===== config.mk =====
export PLATFORM = sky130hd
export DESIGN_NAME = wf_cfg_seq
export DESIGN_NICKNAME = d
export VERILOG_FILES = /design/src/rtl/wf_seq_pkg.sv /design/src/rtl/wf_seq_gap_timer.sv /design/src/rtl/wf_cfg_seq.sv
export SDC_FILE = /design/constraint.sdc
export NUM_CORES = 1
export LEC_CHECK = 0
export CAP_MARGIN = 30
export CELL_PAD_IN_SITES_DETAIL_PLACEMENT = 1
export CELL_PAD_IN_SITES_GLOBAL_PLACEMENT = 2
export CORE_MARGIN = 5
export CORE_UTILIZATION = 22
export CTS_CLUSTER_SIZE = 10
export DETAILED_ROUTE_END_ITERATION = 7
export PLACE_DENSITY = 0.79
export SLEW_MARGIN = 20
export SYNTH_ARGS = -nofsm -noshare
export SYNTH_HDL_FRONTEND = slang
export SYNTH_SLANG_ARGS = --single-unit

===== constraint.sdc =====
create_clock -name cpu_clk -period 1.8 [get_ports cpu_clk]
set_clock_uncertainty 0.05 [all_clocks]
set_input_delay 0.36 -clock cpu_clk [delete_from_list [all_inputs] [get_ports cpu_clk]]
set_output_delay 0.36 -clock cpu_clk [all_outputs]
set_load 0.01 [all_outputs]

===== src/rtl/wf_seq_pkg.sv =====
// Shared definitions for the waterfall configuration sequencer: FSM states,
// command step order, sampler control bit positions and decimation limit.
package wf_seq_pkg;

  typedef enum logic [1:0] {IDLE, STROBE, GAPW, DONE} wf_state_t;

  // Order in which the four configuration commands are issued.
  typedef enum logic [1:0] {FREQH, FREQL, DECIM, RST} wf_step_t;

  localparam int WF_SAMP_WR_RST = 0;
  localparam int WF_SAMP_CONTIN = 1;
  localparam int WF_1CIC_MAXD   = 4096;

  function automatic wf_step_t next_step(input wf_step_t s);
    return wf_step_t'(s + 2'd1);
  endfunction

endpackage


===== src/rtl/wf_seq_gap_timer.sv =====
// Idle-gap countdown between command strobes: load arms GAP cycles,
// expire pulses high during the last of them.
module wf_seq_gap_timer #(
  parameter int GAP = 4,
  parameter int GW  = (GAP > 0) ? $clog2(GAP + 1) : 1
) (
  input  logic cpu_clk,
  input  logic reset,
  input  logic clr,
  input  logic load,
  output logic expire
);

  logic [GW-1:0] cnt_q;

  always_ff @(posedge cpu_clk) begin
    if (reset || clr) begin
      cnt_q <= '0;
    end else if (load) begin
      cnt_q <= GW'(GAP);
    end else if (cnt_q != '0) begin
      cnt_q <= cnt_q - GW'(1);
    end
  end

  assign expire = (cnt_q == GW'(1));

endmodule


===== src/rtl/wf_cfg_seq.sv =====
// Waterfall channel configuration sequencer: issues freqH, freqL, decim and
// sampler-reset strobes to one channel, each followed by GAP idle cycles.
module wf_cfg_seq
  import wf_seq_pkg::*;
#(
  parameter int NWF  = 4,
  parameter int GAP  = 4,
  parameter int MD   = 16,
  parameter int MAXD = WF_1CIC_MAXD,
  localparam int CW  = (NWF > 1) ? $clog2(NWF) : 1
) (
  input  logic           cpu_clk,
  input  logic           reset,
  input  logic           req_valid,
  output logic           req_ready,
  input  logic [CW-1:0]  req_ch,
  input  logic [47:0]    req_freq,
  input  logic [MD-1:0]  req_decim,
  input  logic           req_contin,
  input  logic           abort,
  output logic [NWF-1:0] wf_sel_C,
  output logic           set_wf_freqH_C,
  output logic           set_wf_freqL_C,
  output logic           set_wf_decim_C,
  output logic           rst_wf_sampler_C,
  output logic [31:0]    freeze_tos,
  output logic           busy,
  output logic           done,
  output logic           aborted,
  output logic           err
);

  wf_state_t      state_q, state_n;
  wf_step_t       step_q, step_n;
  logic [CW-1:0]  ch_q;
  logic [47:0]    freq_q;
  logic [MD-1:0]  decim_q;
  logic           contin_q;
  logic           err_q, aborted_q;
  logic           timer_load, gap_expire;

  logic           accept, ch_bad, decim_big, run_abort;
  logic [MD-1:0]  decim_fix;
  logic [31:0]    word;

  assign accept    = req_valid && (state_q == IDLE);
  assign ch_bad    = 32'(req_ch) >= NWF;
  assign decim_big = 32'(req_decim) > MAXD;
  assign run_abort = abort && (state_q != IDLE);
  assign decim_fix = (req_decim == '0) ? MD'(1) :
                     decim_big         ? MD'(MAXD) : req_decim;

  wf_seq_gap_timer #(.GAP(GAP)) u_gap (
    .cpu_clk (cpu_clk),
    .reset   (reset),
    .clr     (run_abort),
    .load    (timer_load),
    .expire  (gap_expire)
  );

  always_ff @(posedge cpu_clk) begin
    if (reset) begin
      state_q <= IDLE;
      step_q  <= FREQH;
    end else begin
      state_q <= state_n;
      step_q  <= step_n;
    end
  end

  always_ff @(posedge cpu_clk) begin
    if (reset) begin
      ch_q      <= '0;
      freq_q    <= '0;
      decim_q   <= '0;
      contin_q  <= 1'b0;
      err_q     <= 1'b0;
      aborted_q <= 1'b0;
    end else begin
      err_q     <= accept && (ch_bad || decim_big);
      aborted_q <= run_abort;
      if (accept && !ch_bad) begin
        ch_q     <= req_ch;
        freq_q   <= req_freq;
        decim_q  <= decim_fix;
        contin_q <= req_contin;
      end
    end
  end

  always_comb begin
    state_n    = state_q;
    step_n     = step_q;
    timer_load = 1'b0;
    unique case (state_q)
      IDLE: begin
        if (accept && !ch_bad) begin
          state_n = STROBE;
          step_n  = FREQH;
        end
      end
      STROBE: begin
        timer_load = 1'b1;
        // A zero gap chains strobes back to back without visiting GAPW.
        if (GAP == 0) begin
          if (step_q == RST) state_n = DONE;
          else               step_n  = next_step(step_q);
        end else begin
          state_n = GAPW;
        end
      end
      GAPW: begin
        if (gap_expire) begin
          if (step_q == RST) begin
            state_n = DONE;
          end else begin
            state_n = STROBE;
            step_n  = next_step(step_q);
          end
        end
      end
      DONE:    state_n = IDLE;
      default: state_n = IDLE;
    endcase
    if (run_abort) begin
      state_n = IDLE;
      step_n  = FREQH;
    end
  end

  always_comb begin
    word = '0;
    unique case (step_q)
      FREQH: word = freq_q[47:16];
      FREQL: word = {16'b0, freq_q[15:0]};
      DECIM: word = 32'(decim_q);
      RST: begin
        word[WF_SAMP_WR_RST] = 1'b1;
        word[WF_SAMP_CONTIN] = contin_q;
      end
      default: word = '0;
    endcase
  end

  always_comb begin
    set_wf_freqH_C   = 1'b0;
    set_wf_freqL_C   = 1'b0;
    set_wf_decim_C   = 1'b0;
    rst_wf_sampler_C = 1'b0;
    wf_sel_C         = '0;
    freeze_tos       = '0;
    if (state_q == STROBE) begin
      set_wf_freqH_C   = (step_q == FREQH);
      set_wf_freqL_C   = (step_q == FREQL);
      set_wf_decim_C   = (step_q == DECIM);
      rst_wf_sampler_C = (step_q == RST);
    end
    // Select and data word stay put across each strobe and its gap.
    if (state_q == STROBE || state_q == GAPW) begin
      wf_sel_C   = NWF'(1) << ch_q;
      freeze_tos = word;
    end
  end

  assign req_ready = (state_q == IDLE);
  assign busy      = !req_ready;
  assign done      = (state_q == DONE) && !abort;
  assign aborted   = aborted_q;
  assign err       = err_q;

endmodule


==> impl_summary.md, run 1 <==
Outcome
The run finished, with violations left. The final reports fail on setup timing.

Timing
The total negative setup slack is -6.19 ns. The number of pins exceeding their max-slew limit in the final report is 0. The headroom to the max-slew limit is 56.4%.

After layout, the worst setup slack is -0.313 ns. Setup repair after global routing could not meet its margin everywhere. After layout, the minimum clock period comes to 2.11 ns. The worst hold slack across all endpoints is 0.269 ns.

At the pin with the least slew margin, the transition time is 0.653 ns. The fmax is 473 MHz. The final critical-path share of the clock period is 117%.

The number of endpoints with negative hold slack in the final report came to 0. The final-report setup violation count is 38.

Power and ir drop
In this run, flip-flops and latches consume 31.6% of the power. The share of total power dissipated in combinational logic is 38.8%. The worst vdd rail ir drop is 0.465 mV.

The internal power is 4390 uW. In this run switching power makes up 33.1% of total power. Summed over all cells, the static leakage comes to 0.00234 uW.

The total power of the final layout is 6560 uW. The switching power summed over all nets is 2170 uW. Per report_power, the clock group accounts for 29.7% of the total. The total power per unit cell area is 1150 mW/mm^2.

Floorplanning
The overall die width is 133 um. The die height is 133 um. The starting density of the core is 22.6%. The total die area is 0.0176 mm^2. The area of the placeable core is 0.0146 mm^2. 116 I/O pins were placed. Row generation in the floorplan step produced 44 rows.

Route
The first detailed-routing pass took 4 iterations. The average wire per standard cell is 17.9 um. The number of antenna-violating nets in the routed design is 0. The number of design-rule violations left by the first detailed-router iteration is 228. The final routed DRC violation total is 0. The aggregate routed wire length is 13600 um. Detailed routing inserted a total of 3514 vias.

The per-cell via count in the routed design is 4.63.

Worst hold path
The number of instances on the worst hold path is 2. The tightest min-delay check is of the primary input to register type. The worst hold path begins at req_decim[1]. The path with the worst hold slack has its endpoint at decim_q[1].

Cells and area
The number of antenna repair diodes is 0. The share of post-route cells with drive strength above 1 is 30.8%. The final core area utilization is 38.8%. The library cell used most frequently in the layout, excluding fill and tap cells, is nand2_1.

The filler cell count is 1725. The area growth from synthesis to layout is 71.6%. The final layout contains 654 nets.

The top cell types in the final layout, fill and taps aside, are nand2_1 (110), dfxtp_1 (72), a21oi_1 (59), clkdlybuf4s50_1 (59), buf_4 (42).

Synthesis
The synthesis warning total is 0. The sequential-to-total area share from yosys stat is 46.0%. Synthesis handed over a netlist of 412 instances.

The post-synthesis instance area is 0.00331 mm^2. The distinct cell type count of the synthesized netlist is 33. The mean area per synthesized cell is 8.03 um^2. In this run, synthesis produced a sequential element count of 76.

The synthesized net count is 496.

Clock tree
In this run the clock root is driven by a clkbuf_16. The buffer depth of the longest clock path is 2. The clock latency reported for the late side of the worst-skew pair is 0.33 ns. The H-tree depth is 3. The clock transition at the registers of the reported paths is 0.06 ns. In this run, post-CTS hold repair placed 0 buffers. The clock drives 76 sinks.

TritonCTS created 9 clock buffers. TritonCTS built the clock tree.

GRT
The initial antenna violation count was 0. The total global routing track utilization is 15.4%. The layer flagged by global routing as most heavily used is met2. The via count of the first global-routing pass is 3990. The met1 track utilization from global routing is 17.1%. The total congestion overflow after global routing is 0. In the global route stage, met3 resource usage came out at 4.25%. The largest net degree at the start of global routing is 53. The global-route wire length before repair is 21500 um.

In the global route stage, met2 resource usage came out at 27.7%.

Setup path
The element type at the critical path start is a register. The maximum fanout along the worst path is 4. The data required time of the critical path is 1.39 ns. The worst register-to-register path begins at step_q[0]. The number of cells on the worst reg-to-reg path is 9. Data on the critical path arrives at its endpoint at 1.70 ns. The worst register-to-register path ends at step_q[1]. STA classifies the critical path endpoint as a primary output. The worst setup path is of the register to primary output kind. The setup slack on the worst flop-to-flop path is 0.07 ns.

Place
The final HPWL from detailed placement is 9190 um. The count of port buffers added during placement is 115. The final weighted congestion of routability-driven global placement is 0.840.

Flow run
Across the run, the number of max-cap violations was 0.
how the worst max path moves through the flow:
stage,to,startpoint,cells after the start,slack [ns]
finish,freeze_tos[1],step_q[0],6,-0.31
global route,freeze_tos[1],step_q[0],6,-0.43
CTS,freeze_tos[1],step_q[0],6,-0.32
detailed placement,decim_q[10],req_decim[3],7,-0.61
global placement,decim_q[4],req_decim[3],7,-0.56
floorplan,freeze_tos[11],step_q[0],6,0.001
cells by family after synthesis:
family	share of synthesized area (%)
compound gates	19.5
xor+xnor	0.265
fa+ha+maj	4.92
buf+inv	4.65
flops	46.0
simple gates	24.7
through the flow:
stage	instance area (um^2)	setup WS [ns]	cells
3_3_place_gp	4930	-0.562	726
3_5_place_dp	4930	-0.607	726
4_1_cts	5610	-0.324	754
6_report	5680	-0.313	759
5_1_grt	5680	-0.429	759
2_1_floorplan	3320	0.00106	412
sequential cells by signal, indices dropped and copies added (netlist names):
name / cells
aborted: 1
ch_q: 2
contin_q: 1
decim_q: 16
err: 1
freq_q: 48
state_q: 2
step_q: 2
u_gap.cnt_q: 3
repair_timing:
action,in CTS,in global routing
pin swaps,30,15
setup buffers,8,11
endpoints found under the hold margin,0,0
gates resized for setup,257,33
endpoints found under the setup margin,65,60
gates cloned,5,0
critical path, stage by stage, from the launching register on:
cell,delay (ns)
dfxtp_4,0.36
buf_6,0.13
ha_4,0.16
a222oi_1,0.34
nand2_1,0.09
o211a_1,0.14
buf_2,0.15
synthesized netlist by cell type, drive strengths merged:
library cell	count	share of area (%)
nor3b	2	0.45
a222oi	15	4.5
a211oi	1	0.23
or3	2	0.38
nor2	23	2.6
a21oi	59	8.9
clkbuf	26	2.9
nand2b	4	0.76
o21ai	4	0.60
nand4	2	0.38
a31o	1	0.26
xnor2	1	0.26
a31oi	1	0.19
inv	10	1.1
and2	8	1.5
a22o	11	3.3
dfxtp	76	46
nor4	4	0.76
a21o	1	0.23
nor3	6	0.91
nor2b	2	0.38
and3	18	3.4
ha	13	4.9
o211a	1	0.30
nand3	3	0.45
a2111oi	2	0.72
nand2	112	13
o22ai	1	0.19
buf	3	0.57
metal layers:
metal  wire, um  share of wire, %
met1       5520                41
met4        374               2.8
met2       7050                52
met3        620               4.6
met5          0                 0
power by group through the flow:
stage                     Sequential (uW)  Combinational [uW]  Clock [uW]
after floorplan                      2050                1030           0
after global placement               2080                1980           0
after detailed placement             2090                2040           0
after CTS                            2070                2690        2000
after global routing                 2100                2780        2090
final                                2070                2540        1950
final cells by class:
type,instances,area (um^2),share of cell area [%]
flip-flops and latches,76,1530,27.0
well taps,184,230,4.05
multi-input cells,297,1880,33.1
clock inverters,7,98.8,1.74
inverters,10,45.0,0.793
repair buffers,176,1670,29.4
clock buffers,9,225,3.97
No activity file was read; power rests on OpenSTA's default activity.
==> inputs of run 2 (changes only) <==
CORE_ASPECT_RATIO = 0.5   (was unset)
==> run 2 against run 1 <==
  * Fmax shrank 6.3%
  * The run still ends with setup timing left
  * Critical path type unchanged
  * Clock power increased by 7%
  * Total power grew 0.29%
  * First-iteration DRC count down 3.1%
==> impl_summary.md, run 2 (synthesized netlist as in run 1, its figures left out) <==
Cells and area
The largest registers in the layout are freq_q: 48 flops, decim_q: 16 flops, u_gap.cnt_q: 3 flops. The final layout net count came to 662 (+1.2%). The area growth from synthesis to layout is 76.6%. The number of flip-flops in the largest register is 48 (unchanged).

In the layout the commonest cells are nand2_1 (111), dfxtp_1 (72), clkdlybuf4s50_1 (60). Leaving out fill and tap cells, the most frequent cell in the layout is nand2_1. The share of post-route cells with drive strength above 1 is 32.1% (+1.3 points). The filler cell count came to 1716 (-0.52%). The register with the highest flop count is freq_q.

Setup path
The sum of buffers and inverters on the critical path is 4 (+2). The kind of capture point of the worst setup path is a primary output. The critical path is of the register to primary output type. The worst setup path is launched from a register. The maximum fanout along the worst path is 13 (+9). Broken down by cell family, the worst path's largest delay share belongs to buffers and inverters. Traced cell by cell, the critical path runs through buf_6 > ha_4 > buf_4 > buf_12 > a222oi_1 > nor2_2 > buf_2. The worst endpoint data arrival time came to 1.85 ns (+0.15 ns).

On the critical path, the stage with the largest delay is an instance of a222oi_1. The delay contributed by the slowest stage of the critical path is 0.38 ns (+0.02 ns). The data required time of the critical path is 1.39 ns (about the same).

Power and ir drop
The total power per unit cell area is 1130 mW/mm^2 (-2.5%). The total power of the final layout was 6580 uW (+0.29%). The leakage component of the power was 0.00241 uW (+3.3%).

The worst vdd rail ir drop is 0.386 mV (-17%).

Route
The aggregate routed wire length was 14300 um (+5.1%). The average wire per standard cell is 18.3 um (+2.1%). The total via count after detailed routing is 3642 (+3.6%).

The number of antenna-violating nets in the routed design came to 0 (unchanged). The first-pass detailed-route iteration total is 5 (+1). The per-cell via count in the routed design came to 4.66 (+0.72%). The final routed DRC violation total is 0 (unchanged).

The number of design-rule violations left by the first detailed-router iteration is 221 (-3.1%).

Floorplanning
The total die area came to 0.0177 mm^2 (+0.84%). The placement row count is 31 (-30%). The top-level I/O count is 116 (unchanged).

The overall die width is 183 um (+38%). The starting density of the core is 22.7% (+0.093 points). The die height was 96.7 um (-27%). The area of the placeable core was 0.0146 mm^2 (-0.41%).

Clock tree
The clock sink count came to 76 (unchanged). TritonCTS built the clock tree. The TritonCTS buffer count is 9 (unchanged). The clock transition at the registers of the reported paths came to 0.06 ns (about the same). The buffer depth of the longest clock path is 2 (unchanged).

The hold buffer count at CTS is 0 (unchanged). The clock root buffer is clkbuf_16. The H-tree depth is 3 (unchanged). The clock latency reported for the late side of the worst-skew pair is 0.33 ns (about the same).

Place
The final HPWL from detailed placement was 9300 um (+1.2%). The count of port buffers added during placement is 115 (unchanged). The final weighted congestion of routability-driven global placement is 0.764 (-9.0%).

Timing
Setup repair after global routing could not meet its margin everywhere. The final critical-path share of the clock period is 125% (+7.9 points). The number of endpoints with negative hold slack in the final report came to 0 (unchanged). The fmax is 443 MHz (-6.3%). The worst hold slack across all endpoints is 0.234 ns (-0.0347 ns). The headroom to the max-slew limit is 63.9% (+7.5 points).

The final-report setup violation count is 39 (+2.6%). The pin slew with the least headroom to its limit was 0.542 ns (-0.111 ns). The slack of the critical path is -0.456 ns (-0.143 ns). The number of pins exceeding their max-slew limit in the final report is 0 (unchanged). The final critical-path required period is 2.26 ns (+0.143 ns).

GRT
The via count of the first global-routing pass is 3916 (-1.9%). The total global routing track utilization is 15.4% (-0.068 points). The largest net degree at the start of global routing was 46 (-13%).

The global-route wire length before repair was 21700 um (+1.0%). The total congestion overflow after global routing is 0 (unchanged). The initial antenna violation count was 1 (+1).

Flow run
The max-capacitance violation count came to 0 (unchanged).

Outcome
The run finished, with violations left. The checks that failed: setup timing.

Worst hold path
The worst hold path class is primary input to register.
-- run 2: changes by cell type in the layout (fill, tap and decap cells not counted), sizes merged, moves of 2 or more --
| cell | previous run | this run |
|---|---|---|
| dlygate4sd2 | 9 | 6 |
| buf | 102 | 109 |
| clkbuf | 11 | 16 |
| clkdlybuf4s15 | 3 | 1 |
-- run 2: area by class of cell --
cell class / count / area [um^2] / area share, %
antenna: 1 / 2.50 / 0.0428
clock buffer: 10 / 239 / 4.09
clock inverter: 5 / 100 / 1.71
inverter: 10 / 45.0 / 0.771
multi-input combinational: 297 / 1880 / 32.1
sequential: 76 / 1530 / 26.2
tap: 198 / 248 / 4.24
timing repair buffer: 184 / 1800 / 30.8
-- run 2: where the power goes --
part	total [uW]	internal, uW	switching [uW]
combinational	2420	1180	1240
sequential	2080	1920	157
clock	2080	1380	698
-- run 2: stage by stage --
stage,util [%],cell area [um^2],std cells,worst slack (ns),setup TNS (ns)
after floorplan,-,3320,412,0.00106,0
after global placement,34.4,5020,746,-0.502,-19.18
after detailed placement,34.4,5020,746,-0.569,-20.10
after CTS,39.3,5740,776,-0.447,-12.60
after global routing,40.1,5840,781,-0.534,-14.42
final,40.1,5840,781,-0.456,-11.89
-- run 2: final timing paths --
kind,slack (ns),cells after the start,end,start
setup / recovery,-0.46,7,freeze_tos[4],step_q[0]
hold / removal,0.23,2,decim_q[10],req_decim[10]
setup reg to reg,0.10,8,step_q[1],step_q[0]
hold reg to reg,0.41,2,freq_q[39],freq_q[39]
-- run 2: worst register-to-register path, stage by stage (launching register included) --
cell and delay [ns]:
dfxtp_2 0.33, buf_6 0.13, ha_4 0.16, buf_4 0.14, nor3b_2 0.16, buf_4 0.15
nand3_1 0.08, a21o_1 0.18, a31oi_1 0.21
-- run 2: repair_timing --
action	CTS	global route
pin swaps	31	33
setup buffers	9	11
resized for setup	242	49
gates cloned	6	0
setup endpoints to repair	54	53
-- run 2: metal layers --
layer	track usage, %	share of wire, %	vias to the layer above
li1	-	-	1759
met1	19.6	44	1783
met2	26.0	50	78
met3	3.41	3.8	22
met4	4.29	2.2	0
met5	0	0	-
